## config.mk

```make
export PLATFORM = sky130hd
export DESIGN_NAME = bit_serial_adder_flat
export DESIGN_NICKNAME = d
export VERILOG_FILES = /design/src/rtl/bit_serial_adder_pkg.sv /design/src/rtl/bit_serial_adder_if.sv /design/src/rtl/bit_serial_adder_fa.sv /design/src/rtl/bit_serial_adder.sv /design/src/flat_wrapper.sv
export SDC_FILE = /design/constraint.sdc
export NUM_CORES = 1
export LEC_CHECK = 0
export BUFFER_PORTS_ARGS = -buffer_cell sky130_fd_sc_hd__buf_2
export CAP_MARGIN = 5
export CORE_ASPECT_RATIO = 0.5
export CORE_MARGIN = 4
export CORE_UTILIZATION = 45
export CTS_CLUSTER_SIZE = 14
export DETAILED_ROUTE_END_ITERATION = 10
export GPL_TIMING_DRIVEN = 0
export PLACE_DENSITY = 0.69
export SLEW_MARGIN = 30
export SYNTH_ARGS = -nofsm -noshare
export SYNTH_HDL_FRONTEND = slang
export SYNTH_HIERARCHICAL = 1
export SYNTH_SLANG_ARGS = --single-unit
```

## constraint.sdc

```tcl
create_clock -name clk -period 3.88 [get_ports clk]
set_input_delay 0.388 -clock clk [delete_from_list [all_inputs] [get_ports clk]]
set_output_delay 0.388 -clock clk [all_outputs]
set_load 0.005 [all_outputs]
```

## src/rtl/bit_serial_adder_pkg.sv

```systemverilog
// Shared types and constants for the bit-serial adder.
// State encodings and the default operand width.
package bsa_pkg;

    localparam int WIDTH_DEF = 8;

    typedef enum logic [1:0] {
        IDLE = 2'b00,
        RUN  = 2'b01,
        DONE = 2'b10
    } state_t;

endpackage

```

## src/rtl/bit_serial_adder_if.sv

```systemverilog
// Request/result bundle between a requester and the bit-serial adder.
// master drives start/operands, slave returns status and result.
interface bit_serial_adder_if
    import bsa_pkg::*;
#(
    parameter int WIDTH = WIDTH_DEF
);
    logic             start;
    logic [WIDTH-1:0] a;
    logic [WIDTH-1:0] b;
    logic             cin;
    logic             busy;
    logic             done;
    logic [WIDTH-1:0] sum;
    logic             cout;

    modport master (
        output start, a, b, cin,
        input  busy, done, sum, cout
    );

    modport slave (
        input  start, a, b, cin,
        output busy, done, sum, cout
    );
endinterface

```

## src/rtl/bit_serial_adder_fa.sv

```systemverilog
// One-bit full adder cell reused every cycle by the serial adder.
// Pure combinational datapath element.
module FA (
    input  logic A,
    input  logic B,
    input  logic Cin,
    output logic S,
    output logic Cout
);
    assign S    = A ^ B ^ Cin;
    assign Cout = (A & B) | (Cin & (A ^ B));
endmodule

```

## src/rtl/bit_serial_adder.sv

```systemverilog
// Adds two WIDTH-bit operands one bit per clock, LSB first, through
// a single full-adder cell; start/done handshake around the sequence.
module bit_serial_adder
    import bsa_pkg::*;
#(
    parameter int WIDTH = WIDTH_DEF
) (
    input  logic              clk,
    input  logic              rst_n,
    bit_serial_adder_if.slave bus
);
    localparam int CW = $clog2(WIDTH + 1);
    localparam logic [CW-1:0] LAST = CW'(WIDTH - 1);

    state_t           state;
    state_t           state_nx;
    logic [WIDTH-1:0] a_reg;
    logic [WIDTH-1:0] b_reg;
    logic [WIDTH-1:0] sum_r;
    logic [WIDTH-1:0] sum_nx;
    logic [CW-1:0]    cnt;
    logic             carry;
    logic             s;
    logic             co;

    FA u_fa (
        .A    (a_reg[0]),
        .B    (b_reg[0]),
        .Cin  (carry),
        .S    (s),
        .Cout (co)
    );

    // New sum bit enters at the MSB; a 1-bit result is just S.
    if (WIDTH == 1) begin : g_w1
        assign sum_nx = s;
    end else begin : g_wn
        assign sum_nx = {s, sum_r[WIDTH-1:1]};
    end

    always_ff @(posedge clk or negedge rst_n) begin
        if (!rst_n) begin
            state <= IDLE;
        end else begin
            state <= state_nx;
        end
    end

    always_comb begin
        state_nx = IDLE;
        case (state)
            IDLE:    state_nx = bus.start ? RUN : IDLE;
            RUN:     state_nx = (cnt == LAST) ? DONE : RUN;
            DONE:    state_nx = IDLE;
            default: state_nx = IDLE;
        endcase
    end

    always_ff @(posedge clk or negedge rst_n) begin
        if (!rst_n) begin
            a_reg <= '0;
            b_reg <= '0;
            sum_r <= '0;
            carry <= 1'b0;
            cnt   <= '0;
        end else if (state == IDLE) begin
            if (bus.start) begin
                a_reg <= bus.a;
                b_reg <= bus.b;
                sum_r <= '0;
                carry <= bus.cin;
                cnt   <= '0;
            end
        end else if (state == RUN) begin
            a_reg <= a_reg >> 1;
            b_reg <= b_reg >> 1;
            sum_r <= sum_nx;
            carry <= co;
            cnt   <= cnt + 1'b1;
        end
    end

    assign bus.busy = (state == RUN) || (state == DONE);
    assign bus.done = (state == DONE);
    assign bus.sum  = sum_r;
    assign bus.cout = carry;
endmodule
```

## src/flat_wrapper.sv

```systemverilog
// flat-port wrapper written by rule: the top's interface ports become plain ports
module bit_serial_adder_flat import bsa_pkg::*;
#(
    parameter int WIDTH = WIDTH_DEF
)
  (clk, rst_n, bus_start, bus_a, bus_b, bus_cin, bus_busy, bus_done, bus_sum, bus_cout);
  bit_serial_adder_if #(.WIDTH(WIDTH)) bus_i ();
  input  logic clk;
  input  logic rst_n;
  input wire logic [$bits(bus_i.start)-1:0] bus_start;
  input wire logic [$bits(bus_i.a)-1:0] bus_a;
  input wire logic [$bits(bus_i.b)-1:0] bus_b;
  input wire logic [$bits(bus_i.cin)-1:0] bus_cin;
  output wire logic [$bits(bus_i.busy)-1:0] bus_busy;
  output wire logic [$bits(bus_i.done)-1:0] bus_done;
  output wire logic [$bits(bus_i.sum)-1:0] bus_sum;
  output wire logic [$bits(bus_i.cout)-1:0] bus_cout;
  assign bus_i.start = bus_start;
  assign bus_i.a = bus_a;
  assign bus_i.b = bus_b;
  assign bus_i.cin = bus_cin;
  assign bus_busy = bus_i.busy;
  assign bus_done = bus_i.done;
  assign bus_sum = bus_i.sum;
  assign bus_cout = bus_i.cout;
  bit_serial_adder #(.WIDTH(WIDTH)) u_core (.clk(clk), .rst_n(rst_n), .bus(bus_i));
endmodule
```

[Word-level counts from Yosys, hierarchy flattened]
Index checks and enable logic that the tools add are counted.
Operators by class
  bitwise logic cells: 5
  reduce and logical (&&, ||, !) cells: 4
  eq/ne operators: 4
  muxes and demuxes: 18
  $add $sub $neg: 1
Operators by type and width (count)
  2-to-1 mux 8 bit: 9
  2-to-1 mux 4 bit: 3
  adder 4 x 1 -> 4 bit (second input constant): 1
  equality test 4 x 3 -> 1 bit (second input constant): 1
  2-to-1 mux 1 bit: 4
  case mux 2 bit (2 select lines): 1
  AND 1 bit: 2
  equality test 2 x 1 -> 1 bit (second input constant): 1
  equality test 2 bit (second input constant): 1
  zero test 2 bit: 1
  2-to-1 mux 2 bit: 1
  inequality test 2 bit (second input constant): 1
  AND reduction 2 bit: 1
  nonzero test 2 bit: 1
  XOR 1 bit: 2
  logical OR 1 bit: 1
  OR 1 bit: 1
Word-level totals
  output and inout bits: 11
  register bits after elaboration: 31
  logic and storage cells: 38

[Depth between registers and ports, before layout]
  depth in word-level cells: 5
  gate-level depth with buffers: 7
  depth with buffers taken out: 5

[Cells and area by module]
The synthesis kept the hierarchy.
By module, submodules not included
  bit_serial_adder: sequential area each 775.7 um^2, times used 1, area each 1401.3 um^2, cells an instance 119
  FA: sequential area each 0.0 um^2, times used 1, area each 20.0 um^2, cells an instance 1

[Worst setup path after synthesis]
OpenSTA, ideal clock, no wires.
  path type: flip-flop to flip-flop
  start: register u_core.state[0]
  end: register u_core.sum_r[1], in the netlist u_core/bus.sum[1]
  stages on the path, launching flop included: 7
  data arrival time: 1.257 ns
  clock period less this slack: 1.377 ns
  setup time: 0.121 ns
  setup slack: 2.503 ns
  path through: dfrtp_1 -> inv_1 -> ha_1 -> buf_6 -> and2b_1 -> buf_2 -> a22o_1
On the way
  word-level cells in the longest chain between the ends: 3
RTL lines
  start: declaration: RTL line bit_serial_adder.sv:15  | state_t state;
  start signal: assignment: RTL line bit_serial_adder.sv:45  | state <= state_nx;
  equality test 2 x 1 -> 1 bit / zero test 2 bit (equally long branches): RTL line bit_serial_adder.sv:74, bit_serial_adder.sv:66
  nonzero test 2 bit (no line) / inequality test 2 bit (equally long branches)
  AND reduction 2 bit (no line)
  end signal: assignment: RTL line bit_serial_adder.sv:77  | sum_r <= sum_nx;
  end: declaration: RTL line bit_serial_adder.sv:19  | logic [WIDTH-1:0] sum_r;
Parallel ways exist; a longest one is shown, timed or not.
A chain may end at the register's enable or synchronous reset.

[Worst setup path in the final report]
  start: register u_core.state[0]
  end: register u_core.a_reg[3]
On the way
  word-level cells in the longest chain between the ends: 3
RTL lines
  equality test 2 x 1 -> 1 bit / zero test 2 bit (equally long branches): RTL line bit_serial_adder.sv:74, bit_serial_adder.sv:66
  nonzero test 2 bit (no line) / inequality test 2 bit (equally long branches)
  AND reduction 2 bit (no line)
  end signal: assignment: RTL line bit_serial_adder.sv:68  | a_reg <= bus.a;
  end signal: assignment: RTL line bit_serial_adder.sv:75  | a_reg <= a_reg >> 1;
  end: declaration: RTL line bit_serial_adder.sv:17  | logic [WIDTH-1:0] a_reg;
Parallel ways exist; a longest one is shown, timed or not.

==> flow_summary.json <==
{
  "status": "complete, no violations",
  "seqCellArea_um2": 776,
  "die_w_um": 87.5,
  "routed_wirelength_um": 2490,
  "syn2layout_area_growth_pct": 19.8,
  "period_needed_ns": 1.49,
  "rsz0062_at_grt": "no",
  "grt_pass1_vias": 913,
  "die_area_mm2": 0.00418,
  "path_max_fanout": 10,
  "wl_met1_um": 1260,
  "cts_max_path_buffers": 2,
  "grt_usage_pct": 13.3,
  "drive_above_1_share_pct": 30.4,
  "clock_skew_ns": 0.00512,
  "final_cells": 198,
  "synth_warnings": 6,
  "clk_pin_slew_worst_paths_ns": 0.06,
  "period_share_pct": 38.4,
  "tritoncts": "done",
  "antenna_left": 0,
  "synthCells": 120,
  "multi_input_area_um2": 579,
  "postPlaceCellArea_mm2": 0.00162,
  "endpoint_kind": "flip-flop",
  "wire_per_inst_um": 12.6,
  "antenna_found_initial": 0,
  "synth_top_family_by_area": "multiplexers",
  "arrival_ns": 1.64,
  "insertion_delay_ns": 0.27,
  "syn-cell-area_mm2": 0.00142,
  "placedCellCount": 190,
  "nNetsFinal": 182,
  "reg2reg_from": "u_core/state[0]$_DFF_PN0_",
  "synthMuxAreaShare_pct": 15.2,
  "vias": 966,
  "synthesis.nets": 145,
  "r2r-end": "u_core/a_reg[3]$_DFFE_PN0P_",
  "leakage_nw": 0.839,
  "place_hpwl_um": 1770,
  "fmax_ghz": 0.671,
  "drv_cap": 0,
  "r2r_setup_slack_ns": 2.39,
  "start_kind": "flip-flop",
  "ctsResizeCount": 0,
  "setup_viol": 0,
  "final_area_mm2": 0.00170,
  "cts_hold_buffers": 0,
  "fillers": 272,
  "fin_setup_tns_ns": 0,
  "hold_violations": 0,
  "grt_pass1_wl_um": 4150,
  "route.met3.wl_um": 133,
  "cts_sinks": 31,
  "yosys.area_share.adder_pct": 4.93,
  "drc_errors": 0,
  "yosysSeqAreaShare_pct": 54.6,
  "ir_worst_vdd_v": 0.000299,
  "cts_root_buf": "clkbuf_8",
  "slew_viol_final": 0,
  "fp-row-count": 14,
  "hold_path_class": "in2async",
  "cts-buffers-inserted": 5,
  "worstSetupPathType": "reg2reg",
  "critPathRequiredTime_ns": 4.03,
  "dr.pass1.iters": 4,
  "top_layer_used": "met4",
  "synth_xor_area_share_pct": 0.616,
  "synth_compound_area_share_pct": 13.5,
  "htree_levels": 2,
  "gp_congestion": 0.715,
  "port_buffers": 30,
  "p_per_area_mw_per_mm2": 776,
  "ff2ff_path_depth": 6,
  "initialDrtViolationCount": 25,
  "pin_count": 31,
  "die_h_um": 47.7,
  "initial_core_util_pct": 47.2,
  "met2_length_um": 1080,
  "ys_types": 22,
  "viasPerCell": 4.88,
  "worstMarginPinSlew_ns": 0.669,
  "slew_headroom_pct": 55.4,
  "postSynthAreaPerCell_um2": 11.8,
  "yosys.area_share.simple_pct": 6.51,
  "grt-ovfl-total": 0,
  "ys_ff_latch": 31,
  "cts_setup_buffers": 0,
  "grt_max_degree": 32,
  "antennaDiodeCount": 0,
  "core_region_area_mm2": 0.00301
}
## cell families (layout without fill, tap and decap cells)
kind of cell	after synthesis	count (layout)
fa+ha+maj	5	5
mux	20	20
simple gates	22	22
compound gates	29	29
flops	31	31
buf+inv	12	50
xor+xnor	1	1
## metrics by stage
step                      hold slack [ns]  setup slack (ns)  power, W  utilization [%]
final                               0.150              2.39   0.00132             56.5
after global routing                0.215              2.23   0.00144             56.5
after CTS                           0.179              2.37   0.00134             56.5
after detailed placement            0.471              2.39   0.00110             53.8
after global placement              0.462              2.39   0.00109             53.8
after floorplan                    0.0924              2.50  0.000946                -
## layout make-up
class / count / share of cell area [%]
Buffer: 8 / 3.01
Tap cell: 40 / 2.94
Clock buffer: 7 / 4.48
Clock inverter: 1 / 0.294
Timing Repair Buffer: 30 / 8.82
Inverter: 4 / 0.882
Multi-Input combinational cell: 77 / 34.0
Sequential cell: 31 / 45.6
## synthesized netlist by cell type
master	instances	share of area (%)
ha_1	4	3.5
o21ai_0	15	5.3
buf_4	1	0.53
fa_1	1	1.4
mux2_2	3	2.4
clkbuf_4	1	0.53
a21oi_1	1	0.35
and2b_1	1	0.53
mux2i_1	16	11
nor2_1	2	0.53
nand4_1	1	0.44
mux2i_4	1	1.6
dfrtp_1	31	55
inv_1	4	1.1
o22ai_1	1	0.44
buf_2	4	1.4
nand3b_1	1	0.53
nand2_1	17	4.5
clkbuf_2	1	0.35
buf_6	1	0.79
xor2_1	1	0.62
a22o_1	12	7.4
## cell usage in the layout (no fill, tap or decap)
cell and instances:
and2b_1 1, mux2i_4 1, buf_6 1, o22ai_1 1, buf_2 34, o21ai_0 15
clkbuf_1 2, inv_1 4, mux2i_1 16, clkbuf_2 1, dfrtp_1 31, clkbuf_4 1
clkinv_2 1, nand4_1 1, nor2_1 2, clkbuf_8 5, xor2_1 1, ha_1 4
buf_4 1, a22o_1 12, nand3b_1 1, a21oi_1 1, fa_1 1, nand2_1 17
mux2_2 3
## routing by layer
| layer | vias up | GRT usage, % |
|---|---|---|
| li1 | 498 | - |
| met1 | 449 | 17.6 |
| met2 | 17 | 21.4 |
| met3 | 2 | 4.47 |
| met4 | 0 | 3.67 |
| met5 | - | 0 |
## worst max-delay path, stage by stage (launching register included)
cell     delay, ns
dfrtp_1       0.38
inv_1         0.08
ha_1          0.16
buf_6         0.12
mux2i_4       0.26
buf_2         0.24
o21ai_0       0.12
## where the power goes
part / internal (W) / switching [W] / leakage (nW) / total (W)
Clock: 0.000126 / 0.000109 / 0.0422 / 0.000234
Combinational: 0.000267 / 0.000271 / 0.398 / 0.000538
Sequential: 0.000462 / 0.0000867 / 0.400 / 0.000549
## how the worst max path moves through the flow
stage | startpoint | to | cells past startpoint
3_3_place_gp | u_core/state[0]$_DFF_PN0_ | u_core/a_reg[6]$_DFFE_PN0P_ | 6
4_1_cts | u_core/state[0]$_DFF_PN0_ | u_core/a_reg[3]$_DFFE_PN0P_ | 6
5_1_grt | u_core/state[1]$_DFF_PN0_ | u_core/a_reg[2]$_DFFE_PN0P_ | 7
2_1_floorplan | u_core/state[0]$_DFF_PN0_ | u_core/bus.sum[1]$_DFFE_PN0P_ | 6
6_report | u_core/state[0]$_DFF_PN0_ | u_core/a_reg[3]$_DFFE_PN0P_ | 6
3_5_place_dp | u_core/state[0]$_DFF_PN0_ | u_core/a_reg[3]$_DFFE_PN0P_ | 6
No activity file was read; power rests on OpenSTA's default activity.
